File: config.mk
export PLATFORM = sky130hd
export DESIGN_NAME = mem_access_unit
export DESIGN_NICKNAME = d
export VERILOG_FILES = /design/src/rtl/mem_pkg.sv /design/src/rtl/load_align.sv /design/src/rtl/mem_access_unit.sv
export SDC_FILE = /design/constraint.sdc
export NUM_CORES = 1
export LEC_CHECK = 0
export ABC_AREA = 1
export BUFFER_PORTS_ARGS = -buffer_cell sky130_fd_sc_hd__buf_4
export CORE_UTILIZATION = 55
export CTS_BUF_LIST = sky130_fd_sc_hd__clkbuf_2 sky130_fd_sc_hd__clkbuf_4 sky130_fd_sc_hd__clkbuf_8
export DETAILED_ROUTE_END_ITERATION = 16
export HOLD_SLACK_MARGIN = 0.06
export PLACE_DENSITY = 0.87
export SYNTH_ARGS = -nofsm -noshare
export SYNTH_HDL_FRONTEND = slang
export SYNTH_SLANG_ARGS = --single-unit
File: constraint.sdc
create_clock -name clk -period 4.04 [get_ports clk]
set_clock_uncertainty 0.2 [all_clocks]
set_input_delay 0.606 -clock clk [delete_from_list [all_inputs] [get_ports clk]]
set_output_delay 0.606 -clock clk [all_outputs]
set_load 0.02 [all_outputs]
File: src/rtl/mem_pkg.sv
// Shared definitions for the memory access unit: access size encodings,
// FSM state type, default bus timeout and the alignment rule.
package mem_pkg;

  // funct3 encodings for loads (stores use the same low two bits)
  localparam logic [2:0] F3_B  = 3'b000;
  localparam logic [2:0] F3_H  = 3'b001;
  localparam logic [2:0] F3_W  = 3'b010;
  localparam logic [2:0] F3_BU = 3'b100;
  localparam logic [2:0] F3_HU = 3'b101;

  // Size field is funct3[1:0]
  localparam logic [1:0] SZ_B = 2'b00;
  localparam logic [1:0] SZ_H = 2'b01;

  localparam int DEFAULT_TIMEOUT_CYCLES = 255;

  typedef enum logic {
    IDLE = 1'b0,
    BUSY = 1'b1
  } mem_state_e;

  // Halfwords need addr[0]=0, words addr[1:0]=00, bytes always aligned.
  // Any size code other than B/H is treated as a word.
  function automatic logic is_aligned(input logic [1:0] size, input logic [1:0] off);
    logic ok;
    case (size)
      SZ_B:    ok = 1'b1;
      SZ_H:    ok = ~off[0];
      default: ok = (off == 2'b00);
    endcase
    return ok;
  endfunction

endpackage

File: src/rtl/load_align.sv
// Extracts the addressed byte/halfword/word from a bus read word and
// sign- or zero-extends it according to funct3.
module load_align
  import mem_pkg::*;
(
  input  logic [31:0] rdata,
  input  logic [1:0]  offset,
  input  logic [2:0]  funct3,
  output logic [31:0] data
);

  logic [31:0] shifted;

  // Shift the addressed byte lane down to bit 0, then extend
  always_comb begin
    shifted = rdata >> {offset, 3'b000};
    case (funct3)
      F3_B:    data = {{24{shifted[7]}}, shifted[7:0]};
      F3_H:    data = {{16{shifted[15]}}, shifted[15:0]};
      F3_BU:   data = {24'd0, shifted[7:0]};
      F3_HU:   data = {16'd0, shifted[15:0]};
      default: data = shifted;
    endcase
  end

endmodule

File: src/rtl/mem_access_unit.sv
// MEM-stage load/store unit. Issues one word-aligned bus access per
// instruction, stalls the pipeline while it is outstanding, aborts after
// TIMEOUT_CYCLES unacknowledged cycles and flags misaligned requests.
//
// Bus handshake: bus_req rises the cycle after a start and, together with
// bus_we/bus_addr/bus_be/bus_wdata, stays stable until the cycle in which
// bus_ack=1 is sampled (transfer completes at that edge) or the timeout
// expires; bus_ack is ignored whenever bus_req is low.
module mem_access_unit
  import mem_pkg::*;
#(
  parameter int TIMEOUT_CYCLES = DEFAULT_TIMEOUT_CYCLES
) (
  input  logic        clk,
  input  logic        rst_n,
  input  logic        ex_valid,
  input  logic        ex_mem_rd,
  input  logic        ex_mem_wr,
  input  logic [2:0]  ex_funct3,
  input  logic [31:0] ex_addr,
  input  logic [31:0] ex_wdata,
  output logic        mem_stall,
  output logic        bus_req,
  output logic        bus_we,
  output logic [31:0] bus_addr,
  output logic [3:0]  bus_be,
  output logic [31:0] bus_wdata,
  input  logic        bus_ack,
  input  logic [31:0] bus_rdata,
  output logic [31:0] load_data,
  output logic        load_valid,
  output logic        misalign,
  output logic        bus_err,
  output mem_state_e  dbg_state
);

  localparam int CW = (TIMEOUT_CYCLES > 1) ? $clog2(TIMEOUT_CYCLES) : 1;
  localparam logic [CW-1:0] CNT_LAST = CW'(TIMEOUT_CYCLES - 1);

  mem_state_e  state_q, state_d;
  logic [CW-1:0] cnt_q, cnt_d;
  logic        bus_req_q, bus_req_d;
  logic        bus_we_q, bus_we_d;
  logic [31:0] bus_addr_q, bus_addr_d;
  logic [3:0]  bus_be_q, bus_be_d;
  logic [31:0] bus_wdata_q, bus_wdata_d;
  logic [1:0]  off_q, off_d;
  logic [2:0]  f3_q, f3_d;
  logic [31:0] load_data_q, load_data_d;
  logic        load_valid_q, load_valid_d;
  logic        misalign_q, misalign_d;
  logic        bus_err_q, bus_err_d;

  logic        req_seen;
  logic        start;
  logic        aligned;
  logic [3:0]  be_calc;
  logic [31:0] wdata_calc;
  logic [31:0] aligned_rdata;

  load_align u_load_align (
    .rdata  (bus_rdata),
    .offset (off_q),
    .funct3 (f3_q),
    .data   (aligned_rdata)
  );

  // Start decode; rst_n gates it so mem_stall is 0 throughout reset
  always_comb begin
    req_seen = rst_n && (state_q == IDLE) && ex_valid && (ex_mem_rd || ex_mem_wr);
    aligned  = is_aligned(ex_funct3[1:0], ex_addr[1:0]);
    start    = req_seen && aligned;
    case (ex_funct3[1:0])
      SZ_B: begin
        be_calc    = 4'b0001 << ex_addr[1:0];
        wdata_calc = {4{ex_wdata[7:0]}};
      end
      SZ_H: begin
        be_calc    = 4'b0011 << ex_addr[1:0];
        wdata_calc = {2{ex_wdata[15:0]}};
      end
      default: begin
        be_calc    = 4'b1111;
        wdata_calc = ex_wdata;
      end
    endcase
    mem_stall = start || (state_q == BUSY);
  end

  // Next-state logic for the IDLE/BUSY FSM and all registered outputs
  always_comb begin
    state_d      = state_q;
    cnt_d        = cnt_q;
    bus_req_d    = bus_req_q;
    bus_we_d     = bus_we_q;
    bus_addr_d   = bus_addr_q;
    bus_be_d     = bus_be_q;
    bus_wdata_d  = bus_wdata_q;
    off_d        = off_q;
    f3_d         = f3_q;
    load_data_d  = load_data_q;
    load_valid_d = 1'b0;
    misalign_d   = req_seen && !aligned;
    bus_err_d    = 1'b0;
    case (state_q)
      IDLE: begin
        if (start) begin
          state_d     = BUSY;
          cnt_d       = '0;
          bus_req_d   = 1'b1;
          bus_we_d    = ex_mem_wr;
          bus_addr_d  = {ex_addr[31:2], 2'b00};
          bus_be_d    = be_calc;
          bus_wdata_d = ex_mem_wr ? wdata_calc : 32'd0;
          off_d       = ex_addr[1:0];
          f3_d        = ex_funct3;
        end
      end
      BUSY: begin
        if (bus_ack || (cnt_q == CNT_LAST)) begin
          state_d     = IDLE;
          bus_req_d   = 1'b0;
          bus_we_d    = 1'b0;
          bus_addr_d  = 32'd0;
          bus_be_d    = 4'd0;
          bus_wdata_d = 32'd0;
          if (bus_ack) begin
            if (!bus_we_q) begin
              load_valid_d = 1'b1;
              load_data_d  = aligned_rdata;
            end
          end else begin
            bus_err_d = 1'b1;
          end
        end else begin
          cnt_d = cnt_q + CW'(1);
        end
      end
      default: state_d = IDLE;
    endcase
  end

  // State and output registers, cleared asynchronously
  always_ff @(posedge clk or negedge rst_n) begin
    if (!rst_n) begin
      state_q      <= IDLE;
      cnt_q        <= '0;
      bus_req_q    <= 1'b0;
      bus_we_q     <= 1'b0;
      bus_addr_q   <= 32'd0;
      bus_be_q     <= 4'd0;
      bus_wdata_q  <= 32'd0;
      off_q        <= 2'd0;
      f3_q         <= 3'd0;
      load_data_q  <= 32'd0;
      load_valid_q <= 1'b0;
      misalign_q   <= 1'b0;
      bus_err_q    <= 1'b0;
    end else begin
      state_q      <= state_d;
      cnt_q        <= cnt_d;
      bus_req_q    <= bus_req_d;
      bus_we_q     <= bus_we_d;
      bus_addr_q   <= bus_addr_d;
      bus_be_q     <= bus_be_d;
      bus_wdata_q  <= bus_wdata_d;
      off_q        <= off_d;
      f3_q         <= f3_d;
      load_data_q  <= load_data_d;
      load_valid_q <= load_valid_d;
      misalign_q   <= misalign_d;
      bus_err_q    <= bus_err_d;
    end
  end

  assign bus_req    = bus_req_q;
  assign bus_we     = bus_we_q;
  assign bus_addr   = bus_addr_q;
  assign bus_be     = bus_be_q;
  assign bus_wdata  = bus_wdata_q;
  assign load_data  = load_data_q;
  assign load_valid = load_valid_q;
  assign misalign   = misalign_q;
  assign bus_err    = bus_err_q;
  assign dbg_state  = state_q;

endmodule

==> metrics.md, run 1 <==
| Metric | Value |
|---|---|
| Combinational Power Share | `0.388` |
| DP Area | `just under 0.008 mm^2` |
| Post-route core utilization | `0.742` |
| Drt wl/cell | `approximately 15 um` |
| Pwr dens | `around 580 mW/mm^2` |
| Finished Layout Cells | `around 1200` |
| Initial cell density of the core | `0.570` |
| Worst Path Max Fanout | `39` |
| Placer congestion estimate | `roughly 0.93` |
| Grt total ovfl | `0` |
| Largest net degree at the start of global routing | `about 70` |
| Yosys reg bits | `~120` |
| Drt first pass iters | `6` |
| Post-route cell area | `0.00815 mm^2` |
| Post-CTS sizing | `0` |
| Final Critical Period | `about 2.9 ns` |
| Yosys warning total | `0` |
| Routed vias | `6281` |
| Syn Std Cell Area | `around 0.0063 mm^2` |
| Leak | `roughly 4.6 nW` |
| Cts hold-fix bufs | `0` |
| Final Slew Violations | `0` |
| Period utilisation layout | `0.713` |
| Switching Fraction | `0.397` |
| Area of the multi-input gates | `~0.0028 mm^2` |
| First-pass GRT wire length | `around 28 mm` |
| Setup slack, reg-to-reg | `~1.4 ns` |
| Worst r2r src | `off_q[1]` |
| Power share of the clock group | `0.244` |
| RSZ-0062 raised after global routing | `no` |
| Filler instances | `915` |
| HPWL Detailed | `roughly 13 mm` |
| Die W | `about 110 um` |
| CP max stage delay | `~0.37 ns` |
| Via/cell ratio | `between 5 and 6` |
| Total core area | `~0.011 mm^2` |
| Run status | `finished clean` |
| GRT Overall Usage | `0.304` |
| H-Tree Depth | `4` |
| Synth Instances | `853` |
| Io pins | `212` |
| DRC viols | `0` |
| Sequential area share after synthesis | `0.467` |
| Setup ws final | `~1.2 ns` |
| Slew headroom | `0.312` |
| Buffers on Ports | `209` |
| CTS buffer count | `17` |
| Cell repeated most along the worst path | `buf_4` |
| Final Setup Violations | `0` |
| Initial antenna violation count | `0` |
| Vias in the first global route | `slightly below 6000` |
| Fraction of layout cells with a size suffix above 1 | `0.263` |
| Internal power | `2.83 mW` |
| Cell row count | `38` |
| Sw power | `~1.9 mW` |
| Post-layout nets | `roughly 1100` |
| Total Power | `roughly 4.7 mW` |
| Cells on worst reg2reg path | `6` |
| Layout area overhead | `30.2%` |
| Clk Latency, worst-skew pair | `roughly 0.41 ns` |
| WHS | `around 0.16 ns` |
| Dpl ws | `1.36 ns` |
| Post-DRT Antenna Nets | `0` |
| Final Hold Vio Count | `0` |
| Placed Instances | `1155` |
| Max_cap viols | `0` |
| Clock buffer depth | `2` |
| Initial drt markers | `roughly 530` |
| Post-Syn Area per Cell | `between 7 and 8 um^2` |
| CP endpoint kind | `output pin` |
| VDD IR-drop max | `about 0.00035 V` |
| Setup TNS | `0 ns` |
| Post-CTS Setup Inserts | `0` |
| WS Path Type | `flop to output pin` |
| Count of cell types in the netlist | `32` |
| CTS tree | `yes` |
| Worst-path clk slew | `approximately 0.080 ns` |
| CP required | `between 3 and 4 ns` |
| Maximum clock frequency | `~350 MHz` |
| Critical Path AT | `2.07 ns` |
| CTS Sinks | `between 100 and 150` |
| Sequential Area | `0.00293 mm^2` |
| HP Class | `input port to flop` |
| Total Die Area | `0.0118 mm^2` |
| Sequential group share of total power | `0.368` |
| Die H | `between 100 and 150 um` |
| Worst Setup SP | `dbg_state` |
| Critical Path End | `mem_stall` |
| CP max-delay cell | `dfrtp_1` |
| DRT Wirelength | `about 18 mm` |
| Crit start category | `flop` |
| Reg-to-Reg End | `load_data[30]` |
| # diodes | `0` |
| Root buf cell | `clkbuf_8` |
| Crit-path cells | `buf_4 -> inv_2 -> nand3_1 -> nor2_1 -> nand3_2 -> nand2_1 -> buf_4` |
| Slew @ Worst Pin | `just over 1 ns` |
## cells by family after synthesis
logic type      after synthesis  share of synthesized area
simple gates                566                      0.394
buf+inv                     120                     0.0913
flops                       117                      0.467
compound gates               44                     0.0386
xor+xnor                      3                    0.00420
fa+ha+maj                     2                    0.00399
other cells                   1                   0.000599
## critical path: cells and delay by family, from the launching register on
kind                   cells  cell delay (ns)
and+or+nand+nor            4             0.66
buffers and inverters      3             0.64
DFF                        1             0.37
## layer usage
layer  global-route usage  up-vias  routed length, um
met2                0.505      279               8510
met1                0.392     2914               7240
li1                     -     3065                  -
met3               0.0867       23               1540
met4               0.0714        0                261
met5                    0        -                  0
## power groups by stage
stage	Combinational [mW]	Sequential, mW	Clock (mW)
finish	1.82	1.73	1.14
global route	1.99	1.77	1.22
CTS	1.83	1.72	1.16
detailed placement	1.83	1.74	0
global placement	1.78	1.74	0
floorplan	0.694	2.08	0
## synth_stat cells
master | number | share of area
buf_2 | 16 | 0.013
nand3_1 | 131 | 0.10
o21bai_1 | 1 | 0.0012
or2_2 | 13 | 0.013
nor2_8 | 1 | 0.0032
xor2_1 | 2 | 0.0028
ha_1 | 2 | 0.0040
inv_2 | 3 | 0.0018
o211ai_1 | 7 | 0.0084
a31oi_1 | 1 | 0.0010
nor2_1 | 50 | 0.030
xnor2_1 | 1 | 0.0014
o21ai_1 | 2 | 0.0016
nor2_4 | 1 | 0.0018
nor3_1 | 22 | 0.018
nand2_1 | 317 | 0.19
conb_1 | 1 | 0.00060
buf_4 | 11 | 0.013
clkinv_1 | 1 | 0.00060
o21ai_0 | 22 | 0.018
a21oi_1 | 11 | 0.0088
nand2_4 | 2 | 0.0036
dfrtp_1 | 117 | 0.47
or2_0 | 8 | 0.0080
clkbuf_1 | 18 | 0.011
inv_1 | 61 | 0.037
buf_6 | 8 | 0.014
buf_1 | 2 | 0.0012
nand4_1 | 12 | 0.012
nand3_2 | 2 | 0.0032
or2_1 | 2 | 0.0020
nand2_2 | 5 | 0.0050
## worst min-delay path by stage
stage             from  depth (start not counted)      endpoint
2_1_floorplan    rst_n                          0  bus_addr[10]
3_5_place_dp   bus_req                          2       bus_req
6_report       bus_ack                          2       bus_err
3_3_place_gp   bus_req                          2       bus_req
5_1_grt        bus_ack                          2       bus_err
4_1_cts        bus_ack                          2       bus_err
## layout by cell type (no fill, tap or decap), drive strengths merged, types with 2 or more instances in the layout
cell / count
ha: 2
o21ai: 24
bufinv: 2
a21oi: 11
nand2: 324
o211ai: 7
nor3: 22
xor2: 2
buf: 216
clkinvlp: 2
nor2: 52
inv: 74
clkinv: 2
dfrtp: 117
nand3: 133
or2: 23
conb: 2
nand4: 12
clkbuf: 17
## final cells by class
cell class / instances / area share
multi-input cells: 617 / 0.339
clock buffers: 17 / 0.0287
repair buffers: 216 / 0.199
inverters: 65 / 0.0299
clock inverters: 15 / 0.0226
well taps: 140 / 0.0215
flip-flops and latches: 117 / 0.359
## sequential cells by signal, indices dropped and copies added, names as in the netlist
signal      cells
bus_addr       30
bus_be          4
bus_req         1
cnt_q           8
bus_we          1
bus_err         1
off_q           2
load_valid      1
load_data      32
f3_q            3
dbg_state       1
misalign        1
bus_wdata      32
(Power assumes the default switching activity.)
==> run 2: changes to the inputs <==
Settings changed: CORE_UTILIZATION 55 to 47, PLACE_DENSITY 0.87 to 0.79.
Clock period 4.04 ns to 2.3 ns, I/O delays scaled along.
==> metrics.md, run 2 (synthesis gave the netlist of run 1 again) <==
| Metric | Value |
|---|---|
| CP max-delay cell | `dfrtp_1` |
| Crit-path cells | `inv_2 -> nand3_1 -> nor2_4 -> nand3_4 -> nand2_1 -> buf_4` |
| Sequential group share of total power | `0.353` |
| Period utilisation layout | `0.935` |
| Io pins | `~210` |
| Drt wl/cell | `between 15 and 20 um` |
| Total Power | `approximately 8.6 mW` |
| VDD IR-drop max | `0.000587 V` |
| Placed Instances | `between 1000 and 1500` |
| CP required | `1.75 ns` |
| RSZ-0062 raised after global routing | `no` |
| CP max stage delay | `roughly 0.40 ns` |
| Final Setup Violations | `0` |
| Max_cap viols | `0` |
| Via/cell ratio | `slightly above 5` |
| CTS buffer count | `17` |
| Placer congestion estimate | `0.946` |
| Final Critical Period | `around 2.2 ns` |
| Setup slack, reg-to-reg | `0.26 ns` |
| Slew headroom | `0.424` |
| GRT Overall Usage | `0.297` |
| Initial antenna violation count | `1` |
| Maximum clock frequency | `around 460 MHz` |
| Total core area | `approximately 0.013 mm^2` |
| Clk Latency, worst-skew pair | `approximately 0.45 ns` |
| Combinational Power Share | `0.395` |
| Post-DRT Antenna Nets | `0` |
| Routed vias | `approximately 6700` |
| Total Die Area | `0.0138 mm^2` |
| Cell row count | `roughly 40` |
| CTS Sinks | `~120` |
| Finished Layout Cells | `1280` |
| Post-route core utilization | `0.689` |
| Area of the multi-input gates | `roughly 0.0028 mm^2` |
| Switching Fraction | `0.381` |
| WS Path Type | `flop to output pin` |
| Critical Path AT | `~1.6 ns` |
| HPWL Detailed | `13.3 mm` |
| Commonest non-fill, non-tap cell in the layout | `nand2_1` |
| Fraction of layout cells with a size suffix above 1 | `0.266` |
| Initial cell density of the core | `0.488` |
| DRC viols | `0` |
| Power share of the clock group | `0.253` |
| Largest net degree at the start of global routing | `between 60 and 70` |
| CTS tree | `yes` |
| Layout area overhead | `41.2%` |
| Leak | `just under 5 nW` |
| Post-layout nets | `~1200` |
| Final Slew Violations | `0` |
| H-Tree Depth | `4` |
| Root buf cell | `clkbuf_8` |
| Sequential Area | `a little under 0.003 mm^2` |
| Clock buffer depth | `2` |
| Initial drt markers | `about 520` |
| Internal power | `5.31 mW` |
| Die H | `around 120 um` |
| Most frequent cells in the layout | `nand2_1 (317), buf_4 (230), nand3_1 (131)` |
| Sw power | `3.27 mW` |
| Worst Path Max Fanout | `7` |
| CP endpoint kind | `output pin` |
| Pwr dens | `roughly 970 mW/mm^2` |
| Filler instances | `1091` |
| Setup TNS | `0 ns` |
| Drt first pass iters | `8` |
| Crit start category | `flop` |
| Run status | `finished clean` |
| Slew @ Worst Pin | `0.863 ns` |
| Worst-path clk slew | `roughly 0.080 ns` |
| First-pass GRT wire length | `roughly 32 mm` |
| Die W | `roughly 120 um` |
| DRT Wirelength | `about 20 mm` |
| Final Hold Vio Count | `0` |
| HP Class | `input port to flop` |
| Vias in the first global route | `between 6000 and 7000` |
| Grt total ovfl | `0` |
| Buffers on Ports | `roughly 210` |
-- run 2: power by group through the flow --
stage / combinational, mW / sequential (mW) / clock [mW]
2_1_floorplan: 1.22 / 3.65 / 0
3_3_place_gp: 3.25 / 3.03 / 0
3_5_place_dp: 3.29 / 3.04 / 0
4_1_cts: 3.38 / 3.02 / 2.18
5_1_grt: 3.67 / 3.09 / 2.28
6_report: 3.38 / 3.02 / 2.17
-- run 2: final timing paths --
check,startpoint,end,depth (start not counted)
worst max-delay path,dbg_state,mem_stall,6
worst min-delay path,bus_rdata[11],load_data[3],5
worst min register to register,bus_req,bus_req,2
min in group asynchronous,rst_n,bus_addr[22],3
max in group asynchronous,rst_n,load_data[31],3
worst max register to register,cnt_q[0],bus_be[3],10
-- run 2: repair_timing --
item / CTS / global route
gates cloned: 1 / 0
endpoints found under the setup margin: 1 / 1
hold endpoints to repair: 157 / 0
pin swaps: 1 / 1
hold buffers: 42 / 0
setup buffers: 0 / 3
gates resized for setup: 2 / 0
-- run 2: worst max-delay path: cells and delay by family, from the launching register on --
kind	cells	cell delay (ns)
simple gates	4	0.56
flops	1	0.40
buf+inv	2	0.20
-- run 2: routing by layer --
| layer | routed length, um | global-route usage | up-vias |
|---|---|---|---|
| li1 | - | - | 3185 |
| met5 | 0 | 0 | - |
| met1 | 7840 | 0.353 | 3087 |
| met3 | 1660 | 0.0783 | 55 |
| met2 | 9940 | 0.500 | 328 |
| met4 | 655 | 0.141 | 0 |
-- run 2: metrics by stage --
stage               instance area [um^2]  setup WS [ns]  hold slack (ns)
global route                        8840         0.0910           0.0720
global placement                    7930          0.275            0.262
detailed placement                  7930          0.228            0.268
CTS                                 8820        0.00998           0.0611
finish                              8840          0.148           0.0749
floorplan                           6270          0.399           -0.151
-- run 2: area by class of cell --
cell class	instances	area share
Clock buffer	19	0.0289
Antenna cell	1	0.000283
Sequential cell	117	0.331
Clock inverter	13	0.0222
Tap cell	172	0.0243
Timing Repair Buffer	275	0.250
Inverter	65	0.0276
Multi-Input combinational cell	618	0.316
==> run 3: changes to the inputs <==
Settings changed: PLACE_DENSITY 0.79 to 0.89.
==> metrics.md, run 3 (synthesis gave the netlist of run 1 again) <==
| Metric | Value |
|---|---|
| First-pass GRT wire length | `between 30 and 40 mm` |
| Final Slew Violations | `0` |
| GRT Overall Usage | `0.287` |
| Final Setup Violations | `0` |
| Power share of the clock group | `0.242` |
| Slew headroom | `0.563` |
| Leak | `~4.8 nW` |
| Buf/Inv on CP | `2` |
| Most frequent cells in the layout | `nand2_1 (317), buf_4 (224), nand3_1 (131)` |
| Total Power | `approximately 8.4 mW` |
| Critical Path AT | `1.62 ns` |
| HPWL Detailed | `about 13 mm` |
| Period utilisation layout | `0.941` |
| Worst hold path startpoint | `bus_rdata[9]` |
| Layout area overhead | `40.0%` |
| Post-layout nets | `around 1200` |
| Die W | `117 um` |
| RSZ-0062 raised after global routing | `no` |
| Fraction of layout cells with a size suffix above 1 | `0.262` |
| CTS Sinks | `approximately 120` |
| Io pins | `roughly 210` |
| Crit start category | `flop` |
| Filler instances | `around 1100` |
| Cell row count | `41` |
| Drt wl/cell | `15.2 um` |
| Worst-path clk slew | `roughly 0.060 ns` |
| Buffers on Ports | `approximately 210` |
| Family with the most delay on the worst path | `simple AND/OR/NAND/NOR gates` |
| Commonest non-fill, non-tap cell in the layout | `nand2_1` |
| Run status | `finished clean` |
| Initial cell density of the core | `0.488` |
| DRC viols | `0` |
| Final Hold Vio Count | `0` |
| Initial drt markers | `606` |
| DRT Wirelength | `between 15 and 20 mm` |
| Grt total ovfl | `0` |
| Placer congestion estimate | `around 0.93` |
| Maximum clock frequency | `462 MHz` |
| Internal power | `5.24 mW` |
| Clk Latency, worst-skew pair | `roughly 0.44 ns` |
| Slew @ Worst Pin | `around 0.66 ns` |
| Pwr dens | `~960 mW/mm^2` |
| Total core area | `0.0128 mm^2` |
| CTS tree | `yes` |
| Setup TNS | `0 ns` |
| Drt first pass iters | `8` |
| Largest net degree at the start of global routing | `approximately 120` |
| Total Die Area | `around 0.014 mm^2` |
| Switching Fraction | `0.377` |
| Post-DRT Antenna Nets | `0` |
| CP required | `approximately 1.8 ns` |
| Sw power | `roughly 3.2 mW` |
| Sequential group share of total power | `0.360` |
| CP max-delay cell | `dfrtp_1` |
| Routed vias | `roughly 6700` |
| Initial antenna violation count | `1` |
| Combinational Power Share | `0.399` |
| Clock buffer depth | `2` |
| Via/cell ratio | `5.25` |
| Worst r2r src | `dbg_state` |
| Root buf cell | `clkbuf_8` |
| Vias in the first global route | `around 6400` |
| Final Critical Period | `roughly 2.2 ns` |
| Crit-path cells | `inv_2 -> nand3_1 -> nor2_4 -> nand3_4 -> nand2_1 -> buf_4` |
| CP max stage delay | `roughly 0.38 ns` |
| CP endpoint kind | `output pin` |
| VDD IR-drop max | `0.000508 V` |
| WS Path Type | `flop to output pin` |
| Die H | `~120 um` |
| Worst Path Max Fanout | `9` |
| CTS buffer count | `17` |
| Worst Setup SP | `dbg_state` |
| H-Tree Depth | `4` |
| Max_cap viols | `0` |
| HP Class | `input port to flop` |
run 3: cell types whose count changed in the layout (fill, tap and decap cells not counted), sizes merged:
cell,before,now
clkbuf,19,24
inv,67,64
buf,233,227
clkinv,5,4
bufinv,4,3
run 3: routing by layer:
metal | routed length (um) | part of all wire | vias up | track usage
met2 | 9420 | 0.48 | 354 | 0.473
met5 | 0 | 0 | - | 0
li1 | - | - | 3173 | -
met3 | 1650 | 0.085 | 57 | 0.0783
met4 | 775 | 0.040 | 0 | 0.150
met1 | 7580 | 0.39 | 3099 | 0.341
run 3: timing repair:
action                                  CTS  global route
gates cloned                              1             0
buffers inserted                          0             3
gates resized for setup                   2             0
pin swaps                                 1             1
hold buffers                             42             0
endpoints found under the setup margin    1             1
endpoints found under the hold margin   158             0
run 3: area by class of cell:
| cell class | count | area [um^2] | area share |
|---|---|---|---|
| clock inverters | 8 | 124 | 0.0141 |
| diodes | 1 | 2.50 | 0.000285 |
| well taps | 172 | 215 | 0.0245 |
| flip-flops and latches | 117 | 2930 | 0.334 |
| repair buffers | 269 | 2160 | 0.247 |
| multi-input cells | 618 | 2790 | 0.319 |
| clock buffers | 24 | 299 | 0.0341 |
| inverters | 65 | 244 | 0.0278 |
run 3: worst min-delay path, stage by stage:
cell,delay (ns)
buf_4,0.09
nand2_1,0.05
nand3_1,0.07
o211ai_1,0.08
nand2_1,0.06
run 3: stage by stage:
| stage | instances | utilization | instance area, um^2 | hold WS [ns] | setup slack, ns |
|---|---|---|---|---|---|
| 6_report | 1274 | 0.684 | 8770 | 0.0850 | 0.135 |
| 5_1_grt | 1274 | 0.684 | 8770 | 0.0713 | 0.0201 |
| 4_1_cts | 1270 | 0.682 | 8740 | 0.0601 | 0.00430 |
| 3_5_place_dp | 1195 | 0.615 | 7880 | 0.272 | 0.252 |
| 3_3_place_gp | 1195 | 0.615 | 7880 | 0.260 | 0.290 |
| 2_1_floorplan | 854 | - | 6270 | -0.151 | 0.399 |
run 3: path summary, 6_finish.rpt:
path                           endpoint  slack (ns)  depth (start not counted)
setup / recovery              mem_stall        0.14                          6
hold / removal             load_data[1]        0.09                          5
setup reg to reg           bus_addr[15]        0.26                          8
hold reg to reg            load_data[7]        0.29                          2
max in group asynchronous  load_data[7]        1.00                          3
min in group asynchronous       f3_q[2]        0.38                          3
run 3: power groups by stage:
stage | Combinational (mW) | Sequential (mW) | Clock, mW
after global placement | 3.20 | 3.02 | 0
after detailed placement | 3.27 | 3.04 | 0
after floorplan | 1.22 | 3.65 | 0
after CTS | 3.35 | 3.01 | 2.05
final | 3.35 | 3.02 | 2.03
after global routing | 3.63 | 3.09 | 2.14
